--- src/rtl/mmss_pkg.sv ---
// Shared constants for the MM:SS timer: state encoding, digit limits, SET digit selectors.
// Latency: n/a (constants and a pure next-digit helper).
// Backpressure: n/a.
package mmss_pkg;

    localparam logic [1:0] ST_IDLE  = 2'b00;
    localparam logic [1:0] ST_RUN   = 2'b01;
    localparam logic [1:0] ST_PAUSE = 2'b10;
    localparam logic [1:0] ST_SET   = 2'b11;

    localparam int ONES_MAX = 9;
    localparam int TENS_MAX = 5;

    localparam logic [1:0] SEL_SEC_ONES = 2'd0;
    localparam logic [1:0] SEL_SEC_TENS = 2'd1;
    localparam logic [1:0] SEL_MIN_ONES = 2'd2;
    localparam logic [1:0] SEL_MIN_TENS = 2'd3;

    // Value a digit will hold after this edge, used to predict the display one cycle ahead.
    function automatic logic [3:0] bcd_next(input logic [3:0] q, input logic inc, input logic [3:0] max);
        if (!inc) return q;
        return (q == max) ? 4'd0 : q + 4'd1;
    endfunction

endpackage

--- src/rtl/bcd_digit_cnt.sv ---
// Single wrapping digit counter 0..MAX; co flags a wrap on the run-time increment path only.
// Latency: q updates one edge after inc/set_inc; co is combinational.
// Backpressure: none, every increment is accepted.
module bcd_digit_cnt #(
    parameter int MAX = 9,
    parameter int W   = 4
) (
    input  logic         clk,
    input  logic         rst,
    input  logic         clr,
    input  logic         inc,
    input  logic         set_inc,
    output logic [W-1:0] q,
    output logic         co
);

    logic [W-1:0] q_q;
    logic [W-1:0] q_d;
    logic         at_max;

    assign at_max = (q_q == W'(MAX));

    always_comb begin
        q_d = q_q;
        if (clr) begin
            q_d = '0;
        end else if (inc || set_inc) begin
            q_d = at_max ? '0 : q_q + 1'b1;
        end
    end

    always_ff @(posedge clk) begin
        if (rst) begin
            q_q <= '0;
        end else begin
            q_q <= q_d;
        end
    end

    assign q  = q_q;
    assign co = inc && at_max;

endmodule

--- src/rtl/mmss_timer_ctrl.sv ---
// MM:SS timer controller: FSM, prescaler, single-cycle carry chain, wrap pulses; MMSS_ALARM_EN adds an alarm comparator.
// Latency: display and pulses update on the edge after the tick; state changes one edge after a command pulse.
// Backpressure: none; command pulses that are illegal in the current state are dropped.
module mmss_timer_ctrl
    import mmss_pkg::*;
#(
    parameter int TICK_DIV = 100
) (
    input  logic        clk,
    input  logic        rst,
    input  logic        start,
    input  logic        stop,
    input  logic        clear,
    input  logic        set_en,
    input  logic [1:0]  set_sel,
    input  logic        set_inc,
    output logic [3:0]  sec_ones,
    output logic [2:0]  sec_tens,
    output logic [3:0]  min_ones,
    output logic [2:0]  min_tens,
    output logic        sec_carry,
    output logic        min_wrap,
    output logic        running,
    output logic [1:0]  state
`ifdef MMSS_ALARM_EN
    ,
    input  logic [13:0] alarm_val,
    output logic        alarm
`endif
);

    localparam int PW = (TICK_DIV > 2) ? $clog2(TICK_DIV) : 1;
    localparam logic [PW-1:0] PRESC_MAX = PW'(TICK_DIV - 1);

    logic [1:0]    state_q, state_d;
    logic [PW-1:0] presc_q, presc_d;
    logic          sec_carry_q, min_wrap_q;
    logic          tick, adv, set_act;
    logic          so_co, st_co, mo_co, mt_co;

    assign tick    = (state_q == ST_RUN) && (presc_q == PRESC_MAX);
    // clear beats a same-cycle tick: no advance, no pulses
    assign adv     = tick && !clear;
    assign set_act = (state_q == ST_SET) && set_inc && !clear;

    always_comb begin
        state_d = state_q;
        if (clear) begin
            state_d = ST_IDLE;
        end else begin
            case (state_q)
                ST_IDLE, ST_PAUSE: begin
                    if (set_en)     state_d = ST_SET;
                    else if (start) state_d = ST_RUN;
                end
                ST_RUN:  if (stop)    state_d = ST_PAUSE;
                ST_SET:  if (!set_en) state_d = ST_IDLE;
                default: state_d = ST_IDLE;
            endcase
        end
    end

    // PAUSE keeps the phase so a resume lands on the same sub-second position.
    always_comb begin
        presc_d = presc_q;
        if (clear) begin
            presc_d = '0;
        end else if (state_q == ST_RUN) begin
            presc_d = tick ? '0 : presc_q + 1'b1;
        end else if (state_d == ST_IDLE || state_d == ST_SET) begin
            presc_d = '0;
        end
    end

    always_ff @(posedge clk) begin
        if (rst) begin
            state_q     <= ST_IDLE;
            presc_q     <= '0;
            sec_carry_q <= 1'b0;
            min_wrap_q  <= 1'b0;
        end else begin
            state_q     <= state_d;
            presc_q     <= presc_d;
            sec_carry_q <= st_co;
            min_wrap_q  <= mt_co;
        end
    end

    bcd_digit_cnt #(.MAX(ONES_MAX), .W(4)) u_sec_ones (
        .clk(clk), .rst(rst), .clr(clear), .inc(adv),
        .set_inc(set_act && set_sel == SEL_SEC_ONES), .q(sec_ones), .co(so_co)
    );
    bcd_digit_cnt #(.MAX(TENS_MAX), .W(3)) u_sec_tens (
        .clk(clk), .rst(rst), .clr(clear), .inc(so_co),
        .set_inc(set_act && set_sel == SEL_SEC_TENS), .q(sec_tens), .co(st_co)
    );
    bcd_digit_cnt #(.MAX(ONES_MAX), .W(4)) u_min_ones (
        .clk(clk), .rst(rst), .clr(clear), .inc(st_co),
        .set_inc(set_act && set_sel == SEL_MIN_ONES), .q(min_ones), .co(mo_co)
    );
    bcd_digit_cnt #(.MAX(TENS_MAX), .W(3)) u_min_tens (
        .clk(clk), .rst(rst), .clr(clear), .inc(mo_co),
        .set_inc(set_act && set_sel == SEL_MIN_TENS), .q(min_tens), .co(mt_co)
    );

    assign sec_carry = sec_carry_q;
    assign min_wrap  = min_wrap_q;
    assign running   = (state_q == ST_RUN);
    assign state     = state_q;

`ifdef MMSS_ALARM_EN
    logic       alarm_q;
    logic       alarm_d;
    logic [3:0] so_n, st_n, mo_n, mt_n;

    // Compare against the post-edge display so the pulse lines up with the digits it matches.
    always_comb begin
        so_n    = bcd_next(sec_ones, adv, 4'(ONES_MAX));
        st_n    = bcd_next({1'b0, sec_tens}, so_co, 4'(TENS_MAX));
        mo_n    = bcd_next(min_ones, st_co, 4'(ONES_MAX));
        mt_n    = bcd_next({1'b0, min_tens}, mo_co, 4'(TENS_MAX));
        alarm_d = adv
                  && (so_n == alarm_val[3:0])
                  && (st_n == {1'b0, alarm_val[6:4]})
                  && (mo_n == alarm_val[10:7])
                  && (mt_n == {1'b0, alarm_val[13:11]});
    end

    always_ff @(posedge clk) begin
        if (rst) begin
            alarm_q <= 1'b0;
        end else begin
            alarm_q <= alarm_d;
        end
    end

    assign alarm = alarm_q;
`endif

endmodule
--- config.mk ---
export PLATFORM = sky130hd
export DESIGN_NAME = mmss_timer_ctrl
export DESIGN_NICKNAME = d
export VERILOG_FILES = /design/src/rtl/mmss_pkg.sv /design/src/rtl/bcd_digit_cnt.sv /design/src/rtl/mmss_timer_ctrl.sv
export SDC_FILE = /design/constraint.sdc
export NUM_CORES = 1
export LEC_CHECK = 0
export ABC_AREA = 1
export CAP_MARGIN = 20
export CORE_MARGIN = 1.5
export CORE_UTILIZATION = 45
export DETAILED_ROUTE_END_ITERATION = 8
export GPL_TIMING_DRIVEN = 0
export PLACE_DENSITY = 0.77
export SYNTH_ARGS = -nofsm -noshare
export SYNTH_HDL_FRONTEND = slang
export SYNTH_SLANG_ARGS = --single-unit
export TNS_END_PERCENT = 1
--- constraint.sdc ---
create_clock -name clk -period 1.73 [get_ports clk]
set_clock_uncertainty 0.05 [all_clocks]
set_input_delay 0.346 -clock clk [delete_from_list [all_inputs] [get_ports clk]]
set_output_delay 0.346 -clock clk [all_outputs]
set_load 0.02 [all_outputs]
==> impl_metrics.py <==
metrics = {
    "grt": {
        "grt_max_degree": 14,
        "first_global_vias": 1137,
        "grt_pass1_wl_um": 4630,
        "grt.overflow.total": 0,
        "antenna_found_initial": 0,
        "grt_usage_pct": 16.9,
    },
    "synthesis": {
        "syn_inst": 213,
        "yosys.cell_types.count": 27,
        "synthAdderAreaFrac_pct": 0.892,
        "ys_async_sr_fraction_pct": 0,
        "synth_edf_count": 0,
        "synth_top_area_cell": "dfxtp_1",
        "yosysTopAreaCellShare_pct": 35.7,
        "synth_top_family_by_area": "simple AND/OR/NAND/NOR gates",
        "syn-num-nets": 223,
        "synth-xor-area-share_pct": 1.87,
        "ys_ff_latch": 25,
        "synth_compound_area_share_pct": 10.3,
        "synthSimpleGateAreaFrac_pct": 42.8,
        "synth_area_leaders": "dfxtp_1 (36%), nand2_1 (13%), nor2_1 (8.6%)",
        "seq_area_frac_synth_pct": 35.7,
        "syn-cell-area_um2": 1400,
        "syn_avg_cell_area_um2": 6.58,
        "synthMuxAreaShare_pct": 0,
        "yosys_warnings": 0,
        "synth_flop_cell": "dfxtp_1",
    },
    "layout": {
        "n_antenna_cell": 0,
        "drive_above_1_share_pct": 11.1,
        "area_growth_pct": 24.1,
        "layout_commonest_cell": "nand2_1",
        "final_cell_mix": "nand2_1 (50), nor2_1 (32), inv_1 (24)",
        "stdcell_area_um2": 1740,
        "nNetsFinal": 255,
    },
    "floorplan": {
        "rows": 20,
        "die-area_um2": 3460,
        "die_x_um": 58.8,
        "pin_count": 28,
        "die_h_um": 58.8,
        "start_util_pct": 46.7,
        "core_area_um2": 3000,
    },
    "clock_network": {
        "cts_hold_buffers": 0,
        "path_clk_slew_ps": 130,
        "clock_latency_ps": 320,
        "clock-sinks": 25,
        "cts_tree": "built",
        "root_buffer": "clkbuf_4",
        "htreeDepth": 1,
        "cts_buffers": 3,
        "clock_path_buffers": 2,
    },
    "timing": {
        "max_freq_ghz": 0.595,
        "fin_ws_ps": 49.4,
        "period_share_pct": 97.1,
        "worstMarginPinSlew_ps": 495,
        "setup_violations": 0,
        "slew_viol_final": 0,
        "max-slew-margin-rel_pct": 67.0,
        "rsz0062_at_grt": "yes",
        "hold_violations": 0,
        "period_minus_slack_ps": 1680,
    },
    "detailed_routing": {
        "routedWlPerCell_um": 9.96,
        "routed_wl_um": 2760,
        "firstDrtPassIters": 4,
        "wl_met2_um": 1270,
        "drcViolationCount": 0,
        "vias_per_cell": 4.96,
        "postRouteAntennaNets": 0,
        "wl_met1_um": 1340,
        "drt_iter0_drc": 46,
        "vias": 1374,
        "wl_met3_um": 109,
        "top_layer": "met4",
    },
    "run": {
        "maxCapViolCount": 0,
    },
    "placed_design": {
        "place.gp.congestion": 0.814,
        "io_buffers": 27,
        "dp_slack_ps": -113,
        "placed_area_um2": 1710,
        "dp_hpwl_um": 2120,
    },
    "critical_path": {
        "path_cells": "inv_2 > nor2_4 > clkdlybuf4s15_1",
        "setup.worst_path.start_class": "register",
        "crit_path_max_fanout": 6,
        "cp_data_arrival_time_ps": 1280,
        "end_kind": "output pin",
        "crit_type": "reg2out",
        "required_ps": 1330,
        "cpMaxStageDelayCell": "dfxtp_2",
        "critPathMaxStageDelay_ps": 410,
    },
    "outcome": {
        "status": "completed",
    },
    "power_and_ir_drop": {
        "power.density_nw_per_um2": 538,
        "power.leakage_nw": 0.812,
        "p_total_w": 0.000937,
        "irDropWorstVdd_mv": 0.294,
    },
    "hold_path": {
        "hp-class": "reg2reg",
    },
}
## per-layer routing
layer / vias up / GRT usage, %
li1: 743 / -
met1: 607 / 22.2
met2: 19 / 28.6
met3: 5 / 2.20
met4: 0 / 5.84
met5: - / 0
## worst paths after layout
kind                            from                      endpoint  slack (ps)  cells past startpoint
max              state[0]$_SDFF_PP0_                       running          50                      3
max reg2reg  presc_q[1]$_SDFFE_PP0P_  u_min_tens.q[1]$_SDFFE_PP0P_         190                     10
min reg2reg  presc_q[0]$_SDFFE_PP0P_       presc_q[0]$_SDFFE_PP0P_         410                      1
min          presc_q[0]$_SDFFE_PP0P_       presc_q[0]$_SDFFE_PP0P_         410                      1
## Yosys cell counts, types with 3 or more instances
master and instances:
nand2_1 50, nor2_1 32, dfxtp_1 25, inv_1 24
nand3_1 22, a21oi_1 19, inv_2 5, nand2_2 5
o21ai_0 4, nand3b_1 3, o21ai_1 3
## sequential cells by signal, summed over array words and instances (netlist names)
register / flops
u_sec_ones.q: 4
presc_q: 7
state: 2
min_wrap: 1
sec_carry: 1
u_sec_tens.q: 3
u_min_tens.q: 3
u_min_ones.q: 4
## worst max-delay path, delay by kind of cell, from the launching register on
family	cells	cell delay (ps)
DFF	1	410
and+or+nand+nor	1	170
buffers and inverters	2	390
## stage by stage
| stage | utilization (%) | instances | TNS, ps | hold WS (ps) |
|---|---|---|---|---|
| 2_1_floorplan | - | 213 | 0 | 368 |
| 3_3_place_gp | 57.1 | 273 | -440 | 426 |
| 3_5_place_dp | 57.1 | 273 | -1040 | 433 |
| 4_1_cts | 57.5 | 277 | 0 | 453 |
| 5_1_grt | 58.0 | 277 | -22.7 | 440 |
| 6_report | 58.0 | 277 | 0 | 407 |
## where the power goes
part,total (W),internal [W],switching (W)
Sequential,0.000586,0.000580,0.00000590
Clock,0.000256,0.0000902,0.000166
Combinational,0.0000950,0.0000371,0.0000579
## timing repair
item / 4_1_cts / 5_1_grt
resized for setup: 14 / 7
setup endpoints to repair: 13 / 14
buffers inserted: 0 / 0
## area by class of cell
cell class	instances	area (um^2)
tap	33	41.3
sequential	25	503
inverter	29	109
fill	291	1260
multi-input combinational	157	787
clock buffer	4	26.3
timing repair buffer	27	265
buffer	2	8.76
## logic make-up after synthesis
logic type      after synthesis
flops                        25
buf+inv                      31
simple gates                125
compound gates               28
fa+ha+maj                     1
xor+xnor                      3
No activity file was read; power rests on OpenSTA's default activity.
